### src/rtl/scan_hex_led_capture.sv
// Decoder for a multiplexed 4-digit seven-segment bus.
// Each digit is captured once it has been stable for SETTLE_CYC synchronized
// samples. A coherent frame is published once all four digits have been seen.
// 'lost' flags a bus that has stopped producing frames.
module scan_hex_led_capture #(
    parameter int SETTLE_CYC     = 16,
    parameter int TIMEOUT_CYC    = 2000000,
    parameter int EN_ACTIVE_LOW  = 0,
    parameter int SEG_ACTIVE_LOW = 0
) (
    input  logic       clk,
    input  logic       reset,
    input  logic [3:0] en,
    input  logic [7:0] sseg,
    output logic [3:0] hex3,
    output logic [3:0] hex2,
    output logic [3:0] hex1,
    output logic [3:0] hex0,
    output logic [3:0] dp,
    output logic [3:0] blank,
    output logic       frame_valid,
    output logic       glyph_err,
    output logic       lost
);

    localparam int CW = $clog2(SETTLE_CYC + 1);
    localparam int TW = $clog2(TIMEOUT_CYC + 1);
    localparam logic [CW-1:0] CNT_ONE = CW'(1);
    localparam logic [CW-1:0] CNT_MAX = CW'(SETTLE_CYC);
    localparam logic [TW-1:0] T_MAX   = TW'(TIMEOUT_CYC);
    localparam logic [TW-1:0] T_LAST  = TW'(TIMEOUT_CYC - 1);

    typedef enum logic [1:0] {
        ST_WAIT   = 2'd0,
        ST_SETTLE = 2'd1,
        ST_HELD   = 2'd2
    } state_t;

    logic [3:0]  en_s1_reg, en_s2_reg;
    logic [7:0]  seg_s1_reg, seg_s2_reg;
    logic [3:0]  en_n;
    logic [7:0]  seg_n;
    logic [11:0] sample;
    logic        samp_valid;

    state_t      state_reg, state_next;
    logic [11:0] cand_reg, cand_next;
    logic [CW-1:0] count_reg, count_next;
    logic [CW-1:0] count_inc;
    logic        capture;

    logic [3:0]  dig_sel;
    logic [3:0]  dec_nib;
    logic        dec_dp;
    logic        dec_blank;
    logic        dec_err;

    logic [3:0]  seen_reg;
    logic [3:0]  seen_hit;
    logic        shadow_err_reg;
    logic        frame_done;

    logic        frame_valid_reg;
    logic        glyph_err_reg;
    logic        lost_reg;
    logic [TW-1:0] timer_reg;

    logic [15:0] hex_all;
    logic [3:0]  dp_all;
    logic [3:0]  blank_all;

    // Two-flop synchronizer on the raw scan bus
    always_ff @(posedge clk or posedge reset) begin
        if (reset) begin
            en_s1_reg  <= 4'b0;
            en_s2_reg  <= 4'b0;
            seg_s1_reg <= 8'b0;
            seg_s2_reg <= 8'b0;
        end else begin
            en_s1_reg  <= en;
            en_s2_reg  <= en_s1_reg;
            seg_s1_reg <= sseg;
            seg_s2_reg <= seg_s1_reg;
        end
    end

    // Normalize polarity so everything downstream is active-high
    assign en_n       = (EN_ACTIVE_LOW != 0)  ? ~en_s2_reg  : en_s2_reg;
    assign seg_n      = (SEG_ACTIVE_LOW != 0) ? ~seg_s2_reg : seg_s2_reg;
    assign sample     = {en_n, seg_n};
    assign samp_valid = (en_n != 4'b0) && ((en_n & (en_n - 4'd1)) == 4'b0);
    assign count_inc  = count_reg + CNT_ONE;

    // Settle FSM state register
    always_ff @(posedge clk or posedge reset) begin
        if (reset) begin
            state_reg <= ST_WAIT;
            cand_reg  <= 12'b0;
            count_reg <= '0;
        end else begin
            state_reg <= state_next;
            cand_reg  <= cand_next;
            count_reg <= count_next;
        end
    end

    // Settle FSM: track a stable candidate and fire one capture per stable run
    always_comb begin
        state_next = state_reg;
        cand_next  = cand_reg;
        count_next = count_reg;
        capture    = 1'b0;
        case (state_reg)
            ST_WAIT: begin
                if (samp_valid) begin
                    cand_next  = sample;
                    count_next = CNT_ONE;
                    state_next = ST_SETTLE;
                end
            end
            ST_SETTLE: begin
                if (!samp_valid) begin
                    state_next = ST_WAIT;
                end else if (sample != cand_reg) begin
                    cand_next  = sample;
                    count_next = CNT_ONE;
                end else begin
                    count_next = count_inc;
                    if (count_inc == CNT_MAX) begin
                        capture    = 1'b1;
                        state_next = ST_HELD;
                    end
                end
            end
            ST_HELD: begin
                if (!samp_valid) begin
                    state_next = ST_WAIT;
                end else if (sample != cand_reg) begin
                    cand_next  = sample;
                    count_next = CNT_ONE;
                    state_next = ST_SETTLE;
                end
            end
            default: state_next = ST_WAIT;
        endcase
    end

    assign dig_sel = cand_reg[11:8];
    assign dec_dp  = cand_reg[7];

    // Glyph decode of the candidate's a..g pattern
    always_comb begin
        dec_nib   = 4'h0;
        dec_blank = 1'b0;
        dec_err   = 1'b0;
        case (cand_reg[6:0])
            7'h3F: dec_nib = 4'h0;
            7'h06: dec_nib = 4'h1;
            7'h5B: dec_nib = 4'h2;
            7'h4F: dec_nib = 4'h3;
            7'h66: dec_nib = 4'h4;
            7'h6D: dec_nib = 4'h5;
            7'h7D: dec_nib = 4'h6;
            7'h07: dec_nib = 4'h7;
            7'h7F: dec_nib = 4'h8;
            7'h6F: dec_nib = 4'h9;
            7'h77: dec_nib = 4'hA;
            7'h7C: dec_nib = 4'hB;
            7'h39: dec_nib = 4'hC;
            7'h5E: dec_nib = 4'hD;
            7'h79: dec_nib = 4'hE;
            7'h71: dec_nib = 4'hF;
            7'h00: dec_blank = 1'b1;
            default: dec_err = 1'b1;
        endcase
    end

    assign seen_hit   = seen_reg | dig_sel;
    assign frame_done = capture && (seen_hit == 4'b1111);

    // Frame bookkeeping: seen mask, sticky glyph error and the publish pulse
    always_ff @(posedge clk or posedge reset) begin
        if (reset) begin
            seen_reg        <= 4'b0;
            shadow_err_reg  <= 1'b0;
            glyph_err_reg   <= 1'b0;
            frame_valid_reg <= 1'b0;
        end else begin
            frame_valid_reg <= frame_done;
            if (frame_done) begin
                seen_reg       <= 4'b0;
                shadow_err_reg <= 1'b0;
                glyph_err_reg  <= shadow_err_reg | dec_err;
            end else if (capture) begin
                seen_reg       <= seen_hit;
                shadow_err_reg <= shadow_err_reg | dec_err;
            end
        end
    end

    // Frame watchdog; a completing frame wins over the threshold
    always_ff @(posedge clk or posedge reset) begin
        if (reset) begin
            timer_reg <= '0;
            lost_reg  <= 1'b0;
        end else if (frame_done) begin
            timer_reg <= '0;
            lost_reg  <= 1'b0;
        end else if (timer_reg != T_MAX) begin
            timer_reg <= timer_reg + TW'(1);
            if (timer_reg == T_LAST) begin
                lost_reg <= 1'b1;
            end
        end
    end

    // Per-digit shadow slot and published copy
    for (genvar gi = 0; gi < 4; gi++) begin : gen_slot
        logic [3:0] sh_hex_reg;
        logic       sh_dp_reg;
        logic       sh_blank_reg;
        logic [3:0] out_hex_reg;
        logic       out_dp_reg;
        logic       out_blank_reg;
        logic       hit;

        assign hit = capture && dig_sel[gi];

        // Shadow slot: overwritten on every capture of this digit
        always_ff @(posedge clk or posedge reset) begin
            if (reset) begin
                sh_hex_reg   <= 4'h0;
                sh_dp_reg    <= 1'b0;
                sh_blank_reg <= 1'b0;
            end else if (hit) begin
                sh_hex_reg   <= dec_nib;
                sh_dp_reg    <= dec_dp;
                sh_blank_reg <= dec_blank;
            end
        end

        // Published copy: bypass the slot being captured on the completing edge
        always_ff @(posedge clk or posedge reset) begin
            if (reset) begin
                out_hex_reg   <= 4'h0;
                out_dp_reg    <= 1'b0;
                out_blank_reg <= 1'b0;
            end else if (frame_done) begin
                out_hex_reg   <= hit ? dec_nib   : sh_hex_reg;
                out_dp_reg    <= hit ? dec_dp    : sh_dp_reg;
                out_blank_reg <= hit ? dec_blank : sh_blank_reg;
            end
        end

        assign hex_all[gi*4 +: 4] = out_hex_reg;
        assign dp_all[gi]         = out_dp_reg;
        assign blank_all[gi]      = out_blank_reg;
    end

    assign hex0        = hex_all[3:0];
    assign hex1        = hex_all[7:4];
    assign hex2        = hex_all[11:8];
    assign hex3        = hex_all[15:12];
    assign dp          = dp_all;
    assign blank       = blank_all;
    assign frame_valid = frame_valid_reg;
    assign glyph_err   = glyph_err_reg;
    assign lost        = lost_reg;

endmodule

### config.mk
export PLATFORM = sky130hd
export DESIGN_NAME = scan_hex_led_capture
export DESIGN_NICKNAME = d
export VERILOG_FILES = /design/src/rtl/scan_hex_led_capture.sv
export SDC_FILE = /design/constraint.sdc
export NUM_CORES = 1
export LEC_CHECK = 0
export CORE_MARGIN = 8
export CORE_UTILIZATION = 25
export DETAILED_ROUTE_END_ITERATION = 10
export GPL_TIMING_DRIVEN = 0
export SYNTH_ARGS = -nofsm -noshare
export SYNTH_HDL_FRONTEND = slang
export SYNTH_SLANG_ARGS = --single-unit
### constraint.sdc
create_clock -name clk -period 7 [get_ports clk]
set_input_delay 1.4 -clock clk [delete_from_list [all_inputs] [get_ports clk]]
set_output_delay 1.4 -clock clk [all_outputs]
set_load 0.05 [all_outputs]
==> metrics.md, run 1 <==
| Metric | Value |
|---|---|
| Mean routed wirelength per cell | `between 10 and 15 um` |
| Area grow syn2layout | `24.3%` |
| Post-route ant nets | `0` |
| Slew margin rel. | `0.475` |
| CTS resizes | `0` |
| Worst Tran Pin Value | `781 ps` |
| Slew Viols, Final | `0` |
| Flop2flop setup slack | `approximately 4200 ps` |
| Period minus WS final | `around 3100 ps` |
| Vias in the first global route | `between 3,000 and 4,000` |
| Clk_lat worst skew | `410 ps` |
| Clk slew on worst S/H paths | `approximately 60 ps` |
| RSZ-0062 raised after global routing | `no` |
| Global-route wire length before repair | `about 19,000 um` |
| Cts hold-fix bufs | `0` |
| Number of synthesized flops with an enable pin | `0` |
| Worst-path cell chain | `buf_4 > clkdlybuf4s50_1` |
| Min-Delay Path Depth | `0` |
| Worst EP arrival | `1700 ps` |
| WHS Endpoint | `en_n[3]` |
| CTS tree | `built` |
| Worst Hold Slack | `344 ps` |
| Port Buffers | `40` |
| CTS Root Buffer Type | `clkbuf_16` |
| H-tree level count | `4` |
| Initial antenna violation count | `0` |
| Routability cong. | `roughly 0.85` |
| First-pass iteration count of the detailed router | `5` |
| Mapped cell area | `5520 um^2` |
| Post-synthesis sequential area ratio | `0.544` |
| Ys flop type | `dfrtp_1` |
| Setup TNS | `0 ps` |
| Starting Density | `0.254` |
| Largest net degree at the start of global routing | `65` |
| Skew final | `between 8 and 9 ps` |
| GRT overflow | `0` |
| R2R Path Start | `count_reg[0]` |
| Final Hold Viols | `0` |
| Crit Path Class | `reg2out` |
| Commonest non-fill, non-tap cell in the layout | `dfrtp_1` |
| LEAKAGE | `roughly 0.0030 uW` |
| Cell variety after synth | `54` |
| Row cnt | `54` |
| Max-cap viol count | `0` |
| Max Freq | `about 0.32 GHz` |
| CP bufs+invs | `2` |
| CTS buffer count | `17` |
| Synth Instances | `458` |
| Slowest stage delay, CP | `790 ps` |
| DR DRC count | `0` |
| Placeable Area | `between 20,000 and 25,000 um^2` |
| CP Max Fanout | `2` |
| Async SR Flop Fraction | `1.00` |
| CP max-delay cell | `clkdlybuf4s50_1` |
| Crit path launch type | `flop` |
| Fin nets | `540` |
| Io pins | `41` |
| Reg2reg end | `gen_slot[1].out_dp_reg` |
| Setup Buffers After CTS | `0` |
| Critical Path Sink Type | `output port` |
| Via Count | `between 3,000 and 4,000` |
| Number of flip-flops in the largest register | `21` |
| Hold_sp | `en_s1_reg[3]` |
| Req. time, crit path | `around 5600 ps` |
| Final period utilization | `0.443` |
| Die height | `between 150 and 200 um` |
| 1st-iter DRT viols | `between 150 and 200` |
| Seq cells post-synth | `120` |
| Longest Clk Path Bufs | `2` |
| Yosys warning count | `0` |
| Worst reg2reg path depth | `8` |
| GR Util All Layers | `0.0890` |
| Routed wire length | `around 11,000 um` |
| Clock sinks | `between 100 and 150` |
| VDD IR-drop max | `approximately 170 uV` |
| Commonest cells after routing, fill and taps aside | `dfrtp_1, mux2_2, clkdlybuf4s50_1` |
| Syn Nets | `480` |
| Die span in x | `roughly 160 um` |
| PwrDens | `290 nW/um^2` |
| Synthesized area per cell | `~12 um^2` |
| Hold Path Class | `reg2reg` |
| Largest delay contributor family on the critical path | `buffers and inverters` |
| Total Die Area | `around 27,000 um^2` |
| Setup violators final | `0` |
| Antenna cells | `0` |
| DP HPWL | `approximately 7900 um` |
| Layout cells sized above 1 | `0.236` |
| Status | `completed` |
| Vias per Instance | `around 4.4` |
## worst max path at each step
stage | startpoint | endpoint | slack, ps | depth (start not counted)
2_1_floorplan | reset | cand_reg[0] | 2410 | 1
3_3_place_gp | reset | en_n[2] | 500 | 2
3_5_place_dp | count_reg[0] | gen_slot[0].out_blank_reg | 4240 | 8
4_1_cts | gen_slot[0].out_dp_reg | dp[0] | 3850 | 2
5_1_grt | gen_slot[0].out_dp_reg | dp[0] | 3830 | 2
6_report | gen_slot[0].out_dp_reg | dp[0] | 3900 | 2
## cells in the mapped netlist (6+ instances only)
| cell | number | area [um^2] |
|---|---|---|
| xnor2_1 | 9 | 78.8 |
| a21oi_1 | 12 | 60.1 |
| inv_1 | 18 | 67.6 |
| mux2_4 | 12 | 180 |
| xor2_1 | 26 | 228 |
| buf_4 | 11 | 82.6 |
| nor2_1 | 32 | 120 |
| and3_1 | 6 | 37.5 |
| nand3_1 | 23 | 115 |
| clkbuf_1 | 9 | 33.8 |
| mux2_2 | 48 | 541 |
| buf_2 | 7 | 35.0 |
| dfrtp_1 | 120 | 3000 |
| nor3_1 | 9 | 45.0 |
| nand2_1 | 17 | 63.8 |
| ha_1 | 8 | 100 |
| nor4b_1 | 6 | 52.6 |
| o21ai_0 | 11 | 55.1 |
## final cells by class
type,instances,area (um^2)
Sequential cell,120,3000
Tap cell,280,350
Multi-Input combinational cell,289,2250
Buffer,31,200
Inverter,18,72.6
Clock buffer,23,488
Fill cell,2239,14900
Timing Repair Buffer,41,428
Clock inverter,7,68.8
## per-stage QoR
step	instance area (um^2)	cells	setup WS, ps	total power [uW]	utilization
after floorplan	5520	458	2410	1080	-
after global placement	6270	778	504	1180	0.288
after detailed placement	6310	779	4240	1180	0.290
after CTS	6860	809	3850	2010	0.315
after global routing	6860	809	3830	2090	0.315
final	6860	809	3900	1990	0.315
## logic make-up (layout without fill, tap and decap cells)
group / count (synthesis) / count (layout) / share of synthesized area
flip-flops: 120 / 120 / 0.544
multiplexers: 61 / 61 / 0.132
XOR/XNOR: 35 / 35 / 0.0555
buffers and inverters: 49 / 120 / 0.0485
AO/OA/AOI/OAI: 55 / 55 / 0.0668
AND/OR/NAND/NOR: 130 / 130 / 0.135
adder cells (fa/ha/maj): 8 / 8 / 0.0181
## routing by layer
metal  vias to the layer above  global-route usage  share of wire  wire length [um]
met2                        73               0.140           0.47              5320
met1                      1748               0.111           0.47              5240
li1                       1729                   -              -                 -
met5                         -                   0              0                 0
met4                         0              0.0328          0.013               144
met3                        18              0.0309          0.047               532
## report_power, final
group          internal, uW  leakage, uW  switching, uW  total [uW]
Sequential              741      0.00157           50.8         792
Combinational           158      0.00120            219         377
Clock                   520     0.000271            299         819
Power figures use the tool's default switching activity.
==> inputs of run 2 (changes only) <==
clock period = 2.8 ns   (was 7 ns; I/O delays follow)
==> run 2 against run 1 <==
Effect of this change: clock skew fell by 0.73 ps; largest cell class unchanged; critical endpoint is now gen_slot[0].out_blank_reg; power rose to 2.6 times the previous value; flip-flop and latch count did not move; sequential share of layout area fell by 0.64 points; setup slack got worse by 3800 ps; clock power rose to 2.7 times the previous value.
==> metrics.md, run 2 (synthesized netlist as in run 1, its figures left out) <==
| Metric | Value |
|---|---|
| Total Die Area | `between 20,000 and 30,000 um^2` |
| Worst Hold Slack | `346 ps` |
| VDD IR-drop max | `approximately 400 uV` |
| Final Hold Viols | `0` |
| Largest net degree at the start of global routing | `between 40 and 50` |
| DR DRC count | `0` |
| GRT overflow | `0` |
| Worst-path cell chain | `ha_1 > nor4b_2 > a22o_1 > buf_2 > and4_1 > clkbuf_4 > buf_4 > mux2_2` |
| Sw Share | `0.292` |
| Worst EP arrival | `2970 ps` |
| CP Max Fanout | `10` |
| R2R Path Start | `count_reg[0]` |
| Routability cong. | `around 0.83` |
| Hold Path Class | `reg2reg` |
| Starting Density | `0.254` |
| Max Freq | `0.373 GHz` |
| Port Buffers | `40` |
| Commonest cells after routing, fill and taps aside | `dfrtp_1, mux2_2, clkdlybuf4s50_1` |
| Vias per Instance | `about 4.4` |
| Worst Tran Pin Value | `783 ps` |
| CP Depth | `8` |
| Vias in the first global route | `roughly 3,700` |
| Setup Buffers After CTS | `0` |
| Mean routed wirelength per cell | `about 14 um` |
| First-pass iteration count of the detailed router | `4` |
| Number of flip-flops in the largest register | `21` |
| LEAKAGE | `~0.0031 uW` |
| Longest Clk Path Bufs | `2` |
| Critical Path Sink Type | `flop` |
| Antenna cells | `0` |
| Sequential power share | `0.384` |
| CP Launch Point | `count_reg[0]` |
| Slowest stage delay, CP | `roughly 450 ps` |
| Setup crit end | `gen_slot[0].out_blank_reg` |
| Max-cap viol count | `0` |
| Flop2flop setup slack | `120 ps` |
| P_sw | `1500 uW` |
| Fill cells | `between 2,000 and 2,500` |
| GR Util All Layers | `0.0887` |
| PwrDens | `~740 nW/um^2` |
| Slew Viols, Final | `0` |
| Clk_lat worst skew | `410 ps` |
| Die height | `165 um` |
| Cts hold-fix bufs | `0` |
| Commonest non-fill, non-tap cell in the layout | `dfrtp_1` |
| Largest delay contributor family on the critical path | `buffers and inverters` |
| Worst reg2reg path depth | `8` |
| H-tree level count | `4` |
| Io pins | `slightly above 40` |
| Via Count | `3,604` |
| Layout cells sized above 1 | `0.250` |
| Area grow syn2layout | `26.1%` |
| 1st-iter DRT viols | `~140` |
| Crit path launch type | `flop` |
| Fin nets | `around 540` |
| Setup WS pre-CTS | `between 20 and 30 ps` |
| DP HPWL | `7980 um` |
| CTS resizes | `0` |
| Clk slew on worst S/H paths | `60 ps` |
| Setup violators final | `0` |
| CTS buffer count | `17` |
| Die span in x | `roughly 160 um` |
| Reg2reg end | `gen_slot[0].out_blank_reg` |
| Comb pwr share | `0.185` |
| CP bufs+invs | `3` |
| Clock power share | `0.431` |
| CTS tree | `built` |
| Skew final | `7.44 ps` |
| Crit Path Class | `reg2reg` |
| Post-layout util | `0.320` |
| Row cnt | `between 50 and 60` |
| Power Internal | `roughly 3700 uW` |
| Initial antenna violation count | `0` |
| RSZ-0062 raised after global routing | `no` |
| Slew margin rel. | `0.474` |
| CP max-delay cell | `dfrtp_1` |
| Placed cells | `about 780` |
| Period minus WS final | `2680 ps` |
| Final non-filler cell total | `just over 800` |
| Post-route ant nets | `0` |
| Final period utilization | `0.957` |
| CTS Root Buffer Type | `clkbuf_16` |
| Routed wire length | `around 11,000 um` |
| Req. time, crit path | `3090 ps` |
| Status | `completed` |
| Placeable Area | `~22,000 um^2` |
| Global-route wire length before repair | `about 19,000 um` |
| Final Worst Setup Slack | `around 120 ps` |
| Clock sinks | `120` |
[run 2: area by class of cell]
type                    instances  area, um^2  area share
flip-flops and latches        120        3000       0.431
multi-input cells             289        2270       0.326
clock inverters                14         176      0.0253
plain buffers                  31         209      0.0300
repair buffers                 43         460      0.0661
well taps                     280         350      0.0503
inverters                      18        71.3      0.0102
clock buffers                  17         425      0.0611
[run 2: routing by layer]
layer	routed length, um	track usage	vias to the layer above
li1	-	-	1734
met1	5300	0.113	1802
met2	5370	0.138	52
met3	366	0.0252	16
met4	201	0.0401	0
met5	0	0	-
[run 2: power by group through the flow]
stage | sequential (uW) | combinational, uW | clock [uW]
floorplan | 1970 | 739 | 0
global placement | 2010 | 939 | 0
detailed placement | 2010 | 955 | 0
CTS | 1980 | 956 | 2260
global route | 2000 | 1060 | 2350
finish | 1980 | 953 | 2220
[run 2: worst min path at each step]
stage,slack (ps),startpoint,to,depth (start not counted)
finish,350,seg_s1_reg[4],seg_n[4],0
CTS,350,seg_s1_reg[4],seg_n[4],0
global route,350,seg_s1_reg[5],seg_n[5],0
global placement,340,seg_s1_reg[1],seg_n[1],0
floorplan,330,en_s1_reg[0],en_n[0],0
detailed placement,330,seg_s1_reg[4],seg_n[4],0
[run 2: per-stage QoR]
stage	area, um^2	power (uW)	TNS (ps)
floorplan	5530	2710	0
global placement	6280	2950	-52240
finish	6970	5150	0
detailed placement	6340	2960	0
CTS	6940	5200	0
global route	6970	5410	0
